## src/rtl/router_fifo_if.sv

```systemverilog
// Handshake and data bundle between a packet router's write/read control and its byte FIFO.
// The master drives requests and write data; the slave (the FIFO) returns status and read data.
interface router_fifo_if #(
  parameter int WIDTH = 8
);
  logic             soft_reset;
  logic             write_enb;
  logic             read_enb;
  logic             lfd_state;
  logic [WIDTH-1:0] data_in;
  logic [WIDTH-1:0] data_out;
  logic             full;
  logic             empty;
  logic             pkt_busy;

  modport master (
    output soft_reset, write_enb, read_enb, lfd_state, data_in,
    input  data_out, full, empty, pkt_busy
  );

  modport slave (
    input  soft_reset, write_enb, read_enb, lfd_state, data_in,
    output data_out, full, empty, pkt_busy
  );
endinterface

```

## src/rtl/router_fifo.sv

```systemverilog
// Byte FIFO for a packet router: each entry carries a header flag, and the read side
// tracks how many bytes remain in the packet being drained.
module router_fifo #(
  parameter int DEPTH = 16,
  parameter int WIDTH = 8
) (
  input  logic          clock,
  input  logic          resetn,
  router_fifo_if.slave  bus
);
  localparam int AW = $clog2(DEPTH);
  localparam logic [AW:0] PTR_ONE = {{AW{1'b0}}, 1'b1};

  logic [AW:0]      wr_ptr_q, wr_ptr_d;
  logic [AW:0]      rd_ptr_q, rd_ptr_d;
  logic [6:0]       pkt_count_q, pkt_count_d;
  logic [WIDTH-1:0] data_out_q, data_out_d;
  logic [WIDTH:0]   mem [DEPTH];
  logic [WIDTH:0]   rd_word;
  logic             full, empty, wr_acc, rd_acc;

  // A header read restarts the count at payload length plus the parity byte;
  // other reads count down and stop at zero.
  function automatic logic [6:0] next_pkt_count(input logic       hdr,
                                                input logic [5:0] len,
                                                input logic [6:0] cnt);
    if (hdr)
      return {1'b0, len} + 7'd1;
    else if (cnt != 7'd0)
      return cnt - 7'd1;
    else
      return cnt;
  endfunction

  assign empty   = (wr_ptr_q == rd_ptr_q);
  assign full    = (wr_ptr_q[AW] != rd_ptr_q[AW]) &&
                   (wr_ptr_q[AW-1:0] == rd_ptr_q[AW-1:0]);
  assign wr_acc  = bus.write_enb && !full && !bus.soft_reset;
  assign rd_acc  = bus.read_enb && !empty && !bus.soft_reset;
  assign rd_word = mem[rd_ptr_q[AW-1:0]];

  always_comb begin
    wr_ptr_d    = wr_ptr_q;
    rd_ptr_d    = rd_ptr_q;
    pkt_count_d = pkt_count_q;
    data_out_d  = data_out_q;
    if (bus.soft_reset) begin
      wr_ptr_d    = '0;
      rd_ptr_d    = '0;
      pkt_count_d = '0;
      data_out_d  = '0;
    end else begin
      if (wr_acc)
        wr_ptr_d = wr_ptr_q + PTR_ONE;
      if (rd_acc) begin
        rd_ptr_d    = rd_ptr_q + PTR_ONE;
        data_out_d  = rd_word[WIDTH-1:0];
        pkt_count_d = next_pkt_count(rd_word[WIDTH], rd_word[7:2], pkt_count_q);
      end
    end
  end

  always_ff @(posedge clock or negedge resetn) begin
    if (!resetn) begin
      wr_ptr_q    <= '0;
      rd_ptr_q    <= '0;
      pkt_count_q <= '0;
      data_out_q  <= '0;
    end else begin
      wr_ptr_q    <= wr_ptr_d;
      rd_ptr_q    <= rd_ptr_d;
      pkt_count_q <= pkt_count_d;
      data_out_q  <= data_out_d;
    end
  end

  // Storage is never reset; stale entries are unreachable because the pointers are.
  always_ff @(posedge clock) begin
    if (wr_acc)
      mem[wr_ptr_q[AW-1:0]] <= {bus.lfd_state, bus.data_in};
  end

  assign bus.data_out = data_out_q;
  assign bus.full     = full;
  assign bus.empty    = empty;
  assign bus.pkt_busy = (pkt_count_q != 7'd0);
endmodule

```

## src/flat_wrapper.sv

```systemverilog
// flat-port wrapper written by rule: the top's interface ports become plain ports
module router_fifo_flat 
#(
  parameter int DEPTH = 16,
  parameter int WIDTH = 8
)
  (clock, resetn, bus_soft_reset, bus_write_enb, bus_read_enb, bus_lfd_state, bus_data_in, bus_data_out, bus_full, bus_empty, bus_pkt_busy);
  router_fifo_if #(.WIDTH(WIDTH)) bus_i ();
  input  logic clock;
  input  logic resetn;
  input wire logic [$bits(bus_i.soft_reset)-1:0] bus_soft_reset;
  input wire logic [$bits(bus_i.write_enb)-1:0] bus_write_enb;
  input wire logic [$bits(bus_i.read_enb)-1:0] bus_read_enb;
  input wire logic [$bits(bus_i.lfd_state)-1:0] bus_lfd_state;
  input wire logic [$bits(bus_i.data_in)-1:0] bus_data_in;
  output wire logic [$bits(bus_i.data_out)-1:0] bus_data_out;
  output wire logic [$bits(bus_i.full)-1:0] bus_full;
  output wire logic [$bits(bus_i.empty)-1:0] bus_empty;
  output wire logic [$bits(bus_i.pkt_busy)-1:0] bus_pkt_busy;
  assign bus_i.soft_reset = bus_soft_reset;
  assign bus_i.write_enb = bus_write_enb;
  assign bus_i.read_enb = bus_read_enb;
  assign bus_i.lfd_state = bus_lfd_state;
  assign bus_i.data_in = bus_data_in;
  assign bus_data_out = bus_i.data_out;
  assign bus_full = bus_i.full;
  assign bus_empty = bus_i.empty;
  assign bus_pkt_busy = bus_i.pkt_busy;
  router_fifo #(.DEPTH(DEPTH), .WIDTH(WIDTH)) u_core (.clock(clock), .resetn(resetn), .bus(bus_i));
endmodule
```

## config.mk

```make
export PLATFORM = sky130hd
export DESIGN_NAME = router_fifo_flat
export DESIGN_NICKNAME = d
export VERILOG_FILES = /design/src/rtl/router_fifo_if.sv /design/src/rtl/router_fifo.sv /design/src/flat_wrapper.sv
export SDC_FILE = /design/constraint.sdc
export NUM_CORES = 1
export LEC_CHECK = 0
export ABC_AREA = 1
export CORE_UTILIZATION = 30
export DETAILED_ROUTE_END_ITERATION = 8
export PLACE_DENSITY = 0.51
export SYNTH_ARGS = -nofsm -noshare
export SYNTH_HDL_FRONTEND = slang
export SYNTH_SLANG_ARGS = --single-unit
```

## constraint.sdc

```tcl
create_clock -name clock -period 2.59 [get_ports clock]
set_clock_uncertainty 0.05 [all_clocks]
set_input_delay 0.518 -clock clock [delete_from_list [all_inputs] [get_ports clock]]
set_output_delay 0.518 -clock clock [all_outputs]
set_load 0.01 [all_outputs]
```

======== Word level (Yosys, flattened, before mapping) ========
Memories as Yosys holds them, arrays and structs flattened.
Cells that the tools add are included.
storage, ports and cells
  bits in registers ....................... 25
  memory bits (writable) .................. 144
  logic and storage cells ................. 37
  memories kept ........................... 1
cells by class
  $add $sub $neg .......................... 4
  equality and inequality tests ........... 3
  mux-type cells .......................... 12
  reduce and logical (&&, ||, !) cells .... 13
memory list
  memory      depth  width  rd ports  clocked after memory_dff  wr ports  line               source
  u_core.mem  16     9      1         0                         1         router_fifo.sv:18  logic [WIDTH:0] mem [DEPTH];
operator list
  operator             count
  $mux 7               4
  $mux 5               4
  $mux 8               2
  $add 5x1->5 const B  2
  $add 6x1->7 const B  1
  $reduce_bool 7->1    1
  $sub 7x1->7 const B  1
  $eq 5x5->1           1
  $logic_and 1x1->1    5
  $eq 4x4->1           1
  $reduce_bool 2->1    2
  $logic_not 1->1      3
  $reduce_bool 3->1    1
  $mux 1               2
  $reduce_and 2->1     1
  $ne 1x1->1           1

======== Longest topological paths before layout ========
Gate-level depths: netlist (run 1).
  word-level depth ........................ 7
  mapped depth ............................ 16

======== Least setup slack after synthesis (run 1) ========
No wires, ideal clock.
  path kind ............................... register -> register
  from .................................... register u_core.rd_ptr_q[0]
  to ...................................... memory u_core.mem[11][0] (netlist name), enable pin
  data arrival time ....................... 1837 ps
  data required time ...................... 2153 ps
  slack ................................... 316 ps
  cell stages (with the launch flop) ...... 9
  clock period less this slack ............ 2274 ps
  path through ............................ dfrtp_1 -> buf_6 -> xor2_1 -> a21oi_2 -> nand3_2 -> nand2_2 -> nor2_2 -> inv_1 -> nor3_1
between the ends
  longest elaborated chain between the ends .. 7
ends and longest elaborated chain
  item                             line               source
  start: declaration               router_fifo.sv:15  logic [AW:0] rd_ptr_q, rd_ptr_d;
  start signal: assignment         router_fifo.sv:71  rd_ptr_q <= rd_ptr_d;
  $eq 4x4->1                       router_fifo.sv:37  (wr_ptr_q[AW-1:0] == rd_ptr_q[AW-1:0]);
  $logic_and 1x1->1                router_fifo.sv:36  assign full = (wr_ptr_q[AW] != rd_ptr_q[AW]) &&
  $logic_not 1->1                  router_fifo.sv:38  assign wr_acc = bus.write_enb && !full && !bus.soft_reset;
  $logic_and 1x1->1 (2 in series)  router_fifo.sv:38
  $mux 1                           router_fifo.sv:79  if (wr_acc)
  $mux 1 (implied by the code)     router_fifo.sv:80  mem[wr_ptr_q[AW-1:0]] <= {bus.lfd_state, bus.data_in};
  end: declaration                 router_fifo.sv:18
No other way between the ends.

======== Worst setup path in the final report (run 1) ========
  from .................................... register u_core.rd_ptr_q[2]
  to ...................................... output bus_empty
between the ends
  longest elaborated chain between the ends .. 1
ends and longest elaborated chain
  item              line                source
  $eq 5x5->1        router_fifo.sv:35   assign empty = (wr_ptr_q == rd_ptr_q);
  end: declaration  flat_wrapper.sv:18  output wire logic [$bits(bus_i.empty)-1:0] bus_empty;
No other way between the ends.

==> results.toml, run 1 <==
[critical_path]
cp_cell_sequence = "xor2_1, nor3_2, buf_4, nand3_2, inv_1, dlymetal6s2s_1"
slowest_delay_ns = 0.44
required_ns = 2.02
cp-end-kind = "output pin"
cp_slowest_cell = "dfrtp_2"
crit_type = "register to output pin"
rr_startpoint = "u_core.rd_ptr_q[1]"
worstPathMaxFanout = 5
start_kind = "register"
worstPathArrival_ns = 1.73
crit_path_start = "u_core.rd_ptr_q[2]"

[clock_network]
postCtsHoldBufs = 0
cts_tree = "built"
cts_made_buffers = 17
root_buffer = "clkbuf_16"
cts.path.max_buffers = 2
clkTransAtPathRegs_ns = 0.06
cts_sinks = 169
clk_latency_ns = 0.43
htree_levels = 4

[yosys]
synth-edff-count = 144
syn_inst = 720
synthesis.area_sq_mm = 0.00756
syn_avg_cell_area_sq_um = 10.5
ys_seq_area_share_pct = 65.5
synth_area_leaders = "edfxtp_1, nand2_1, dfrtp_1"
yosys.area.top_type_share_pct = 57.2
synth_seq_cells = 169
synth_warnings = 0
syn_nets = 741
synthFlopType = "edfxtp_1"
yosysUniqueCellTypes = 35
synth_area_leader_cell = "edfxtp_1"
synthArstFlopShare_pct = 14.8

[die]
ios = 25
die_area_sq_mm = 0.0258
die_y_microns = 161
die_w_microns = 161
rows = 57
initial_core_util_pct = 30.8
coreArea_sq_mm = 0.0245

[grt]
grtUsageTotal_pct = 15.0
antenna_found_initial = 0
grt_max_degree = 34
grt_pass1_wl_microns = 28800
overflow = 0
grt_pass1_vias = 4955

[finish]
final_util_pct = 36.1
final_cell_area_sq_mm = 0.00884
area_delta_synth_final_pct = 17.0
layoutNonFillerInstCount = 1107
fillers = 2499
num-nets-final = 791
drive_above_1_share_pct = 13.7
antennaDiodeCount = 0

[timing]
drv_slew = 0
setup_viol = 0
hold_violations = 0
maxSlewHeadroom_pct = 56.2
fmax_mhz = 434
worstMarginPinSlew_ns = 0.654
min_period_ns = 2.30
grt_setup_unrepaired = "false"
fin_crit_sh_pct = 88.9
fin_setup_tns_ns = 0

[route]
totalWireLength_microns = 18200
first_pass_iters = 5
avgViaCountPerCell = 4.53
drc_errors = 0
postRouteAntennaNets = 0
wl_per_cell_microns = 16.4
drtIter0Drc = 328
vias = 5016

[power_and_ir_drop]
vdd.ir_drop.worst_v = 0.000446
power_frac_seq_pct = 46.2
leakagePower_uw = 0.00357
power_density_mw_per_mm2 = 754
clock_power_share_pct = 36.5
internal-power_uw = 4870
pwr-share-comb_pct = 17.4
sw_frac_of_total_pct = 27.0
switchingPower_uw = 1800

[place]
gp_congestion = 0.796
dpl_cell_area_sq_mm = 0.00823
dp_hpwl_microns = 11800
dp.cells = 1071
io_buffers = 24

[run_status]
status = "finished clean"

[min_path]
worstHoldPathType = "primary input to asynchronous set/reset pin"

[flow_run]
cap_violations = 0
==> critical path: cells and delay by family, from the launching register on <==
family / cells / cell delay, ns
DFF: 1 / 0.44
xor gates and xnor gates: 1 / 0.18
buffers and inverters: 3 / 0.37
and+or+nand+nor: 2 / 0.33
==> synth_stat cells (5+ instances only) <==
cell and count:
buf_2 8, inv_2 7, o21ai_0 37, nand3_1 62, nor2_1 69, inv_1 66, ha_1 7, nand2_1 191
dfrtp_1 25, nor3_1 6, buf_6 11, nor2_2 5, buf_4 6, a21oi_1 7, nand2_2 9, o21ai_1 18
o22ai_1 8, clkbuf_1 5, edfxtp_1 144
==> flip-flops by register name (all words and copies together) (netlist names) <==
name / cells
u_core.pkt_count_q: 7
u_core.bus.data_out: 8
u_core.mem: 144
u_core.wr_ptr_q: 5
u_core.rd_ptr_q: 5
==> cell type report <==
type | count | area (sq um) | area share (%)
inverter | 74 | 278 | 3.14
clock buffer | 26 | 538 | 6.08
tap | 324 | 405 | 4.58
sequential | 169 | 4950 | 56.0
timing repair buffer | 61 | 526 | 5.94
clock inverter | 6 | 35.0 | 0.396
multi-input combinational | 447 | 2110 | 23.8
==> cell families (layout without fill, tap and decap cells) <==
group	count (synthesis)	count (layout)	synth area share [%]
flip-flops	169	169	65.5
AO/OA/AOI/OAI	80	80	5.97
XOR/XNOR	7	7	0.811
adder cells (fa/ha/maj)	7	7	1.16
AND/OR/NAND/NOR	353	353	19.9
buffers and inverters	104	167	6.69
==> routing by layer <==
layer	vias to the layer above	routed length [microns]	share of wire [%]	GRT usage, %
li1	2506	-	-	-
met1	2424	8460	47	19.4
met2	66	8820	49	25.2
met3	20	552	3.0	3.00
met4	0	316	1.7	4.72
met5	-	0	0	0
==> through the flow <==
step	total power [uW]	setup slack (ns)	hold slack, ns
2_1_floorplan	3960	0.316	0.172
3_3_place_gp	4320	0.255	0.442
3_5_place_dp	4320	0.303	0.441
4_1_cts	6740	-0.0174	0.419
5_1_grt	7000	0.198	0.446
6_report	6670	0.288	0.415
==> timing repair <==
action                     in CTS  in global routing
pin swaps                       1                  3
setup buffers                   0                  4
gates resized for setup         4                  5
setup endpoints to repair       3                  3
==> power by group through the flow <==
stage / clock network, uW / registers (uW) / logic (uW)
after global routing: 2590 / 3090 / 1320
after floorplan: 0 / 3130 / 828
final: 2430 / 3080 / 1160
after CTS: 2480 / 3080 / 1190
after detailed placement: 0 / 3140 / 1180
after global placement: 0 / 3140 / 1180
==> path summary, 6_finish.rpt <==
check | endpoint | slack (ns) | cells after the start
max in group asynchronous | u_core.wr_ptr_q[2] | 1.79 | 2
hold reg to reg | u_core.pkt_count_q[6] | 0.45 | 2
hold / removal | u_core.bus.data_out[4] | 0.42 | 2
min in group clock | u_core.pkt_count_q[6] | 0.45 | 2
setup / recovery | bus_empty | 0.29 | 6
setup reg to reg | u_core.pkt_count_q[6] | 0.40 | 12
==> placed cells by master, fill, tap and decap left out, drive strengths merged <==
| cell | count |
|---|---|
| a21oi | 8 |
| buf | 37 |
| clkbuf | 26 |
| clkdlybuf4s50 | 21 |
| clkinv | 6 |
| dfrtp | 25 |
| dlymetal6s2s | 3 |
| edfxtp | 144 |
| ha | 7 |
| inv | 74 |
| nand2 | 201 |
| nand3 | 66 |
| nand4 | 1 |
| nor2 | 75 |
| nor3 | 8 |
| o211ai | 3 |
| o21a | 1 |
| o21ai | 55 |
| o21bai | 1 |
| o221ai | 4 |
| o22ai | 8 |
| or2 | 2 |
| xnor2 | 3 |
| xor2 | 4 |
(Power assumes the default switching activity.)
==> inputs of run 2 (changes only) <==
--- a/config.mk
+++ b/config.mk
@@ -5,7 +5,7 @@
 export SDC_FILE = /design/constraint.sdc
 export NUM_CORES = 1
 export LEC_CHECK = 0
-export ABC_AREA = 1
+export CORE_ASPECT_RATIO = 2
 export CORE_UTILIZATION = 30
 export DETAILED_ROUTE_END_ITERATION = 8
 export PLACE_DENSITY = 0.51
==> results.toml, run 2 <==
[yosys]
synth_area_leaders = "edfxtp_1, mux4_2, dfrtp_1"
synth_seq_cells = 169
synth-edff-count = 144
synth_common_cells = "edfxtp_1, mux4_2, nand2_1, dfrtp_1, nor2_1"
syn_inst = 395
ys_seq_area_share_pct = 71.1
synth_area_leader_cell = "edfxtp_1"
syn_nets = 416
synthesis.area_sq_mm = 0.00696
synthArstFlopShare_pct = 14.8
yosys.area.top_type_share_pct = 62.1
yosysMostFrequentCell = "edfxtp_1"
syn_avg_cell_area_sq_um = 17.6
yosysUniqueCellTypes = 36
synth_warnings = 0
synthFlopType = "edfxtp_1"

[timing]
fmax_mhz = 398
hold_slack_ns = 0.395
fin_setup_tns_ns = 0
hold_violations = 0
min_period_ns = 2.52
timing.final.ws_setup_ns = 0.0750
grt_setup_unrepaired = "false"
worstMarginPinSlew_ns = 0.562
drv_slew = 0
fin_crit_sh_pct = 97.1
setup_viol = 0
maxSlewHeadroom_pct = 62.4

[clock_network]
cts_tree = "built"
cts.path.max_buffers = 2
postCtsHoldBufs = 0
cts_sinks = 169
htree_levels = 4
clkTransAtPathRegs_ns = 0.07
root_buffer = "clkbuf_16"
cts_made_buffers = 17
clk_latency_ns = 0.44

[route]
vias = 3822
postRouteAntennaNets = 0
totalWireLength_microns = 16500
drc_errors = 0
drtIter0Drc = 268
wl_per_cell_microns = 21.5
avgViaCountPerCell = 4.97
first_pass_iters = 5

[critical_path]
worstPathArrival_ns = 1.95
r2r-end = "u_core.mem[2][2]"
worst_r2r_path_depth = 8
crit_path_start = "u_core.pkt_count_q[4]"
rr_startpoint = "u_core.rd_ptr_q[1]"
cp-end-kind = "output pin"
required_ns = 2.02
crit_type = "register to output pin"
rrSetupSlack_ns = 0.12
start_kind = "register"
worstPathMaxFanout = 4

[die]
die_y_microns = 217
die_w_microns = 110
coreArea_sq_mm = 0.0227
ios = 25
rows = 78
initial_core_util_pct = 30.6
die_area_sq_mm = 0.0239

[finish]
antennaDiodeCount = 0
drive_above_1_share_pct = 28.0
final_util_pct = 38.0
multi_input_area_sq_mm = 0.00191
seqCellArea_sq_mm = 0.00495
final_common_cell = "edfxtp_1"
largest_register_ffs = 144
final_cell_mix = "edfxtp_1, buf_4, mux4_2"
fillers = 2106
area_delta_synth_final_pct = 24.2
num-nets-final = 497

[grt]
grt_pass1_wl_microns = 24900
grt_max_degree = 27
antenna_found_initial = 0
grt_pass1_vias = 4143
overflow = 0
grtUsageTotal_pct = 15.3

[power_and_ir_drop]
leakagePower_uw = 0.00294
vdd.ir_drop.worst_v = 0.000509
power_density_mw_per_mm2 = 794

[run_status]
status = "finished clean"

[place]
dp_hpwl_microns = 11700
pre_cts_ws_ns = 0.0154
io_buffers = 24
gp_congestion = 0.769

[flow_run]
cap_violations = 0

[min_path]
worstHoldPathType = "primary input to asynchronous set/reset pin"
## run 2: cell types whose count changed after synthesis, sizes merged, moves of 6 or more
cell   previous run  this run
a21oi             8        14
xor2              4        10
nand2           201        28
inv              73         7
o21ai            55         5
nand3            66         4
buf              25        11
nor2             75        20
mux4              0        42
and3              0        12
a22oi             0         8
## run 2: timing repair
action	4_1_cts	5_1_grt
resized for setup	4	3
setup endpoints to repair	3	17
setup buffers	8	5
pin swaps	2	0
## run 2: worst max path at each step
stage,to,slack (ns),cells after the start
6_report,bus_pkt_busy,0.07,4
5_1_grt,bus_full,0.005,6
4_1_cts,u_core.pkt_count_q[2],0.05,9
3_5_place_dp,u_core.pkt_count_q[2],0.02,8
3_3_place_gp,u_core.mem[2][5],0.02,7
2_1_floorplan,u_core.mem[10][0],-0.11,9
## run 2: routing by layer
metal | vias to the layer above | track usage [%] | share of wire, %
li1 | 1714 | - | -
met1 | 1985 | 14.8 | 35
met2 | 89 | 28.7 | 58
met3 | 34 | 3.17 | 2.9
met4 | 0 | 9.20 | 4.7
met5 | - | 0 | 0
## run 2: final cells by class
class | instances | share of cell area [%]
inverters | 7 | 0.304
clock buffers | 19 | 5.01
repair buffers | 83 | 9.64
multi-input cells | 198 | 22.1
well taps | 280 | 4.05
flip-flops and latches | 169 | 57.3
clock inverters | 13 | 1.65
## run 2: worst max-delay path, cell delays in order (launching register included)
cell           delay, ns
dfrtp_1             0.41
or3_1               0.43
nor3_2              0.24
inv_1               0.13
dlygate4sd2_1       0.30
## run 2: report_power, final
part | total, uW | switching [uW] | internal (uW) | leakage (uW)
combinational | 1300 | 634 | 665 | 0.00103
sequential | 3070 | 43.5 | 3020 | 0.00164
clock | 2500 | 1070 | 1430 | 0.000275
total | 6860 | 1750 | 5120 | 0.00294
## run 2: stage by stage
| stage | instance area, sq um | total power [uW] | instances |
|---|---|---|---|
| 3_5_place_dp | 7960 | 4330 | 724 |
| 3_3_place_gp | 7960 | 4310 | 724 |
| 6_report | 8640 | 6860 | 769 |
| 5_1_grt | 8640 | 7110 | 769 |
| 4_1_cts | 8600 | 6880 | 764 |
| 2_1_floorplan | 6970 | 3860 | 395 |
## run 2: cell families after synthesis
kind of cell	after synthesis	synth area share, %
xor gates and xnor gates	18	2.26
and+or+nand+nor	91	6.33
AOI/OAI and AO/OA	39	3.45
adders and majority gates	7	1.26
buffers and inverters	28	1.85
muxes	43	13.7
DFF	169	71.1
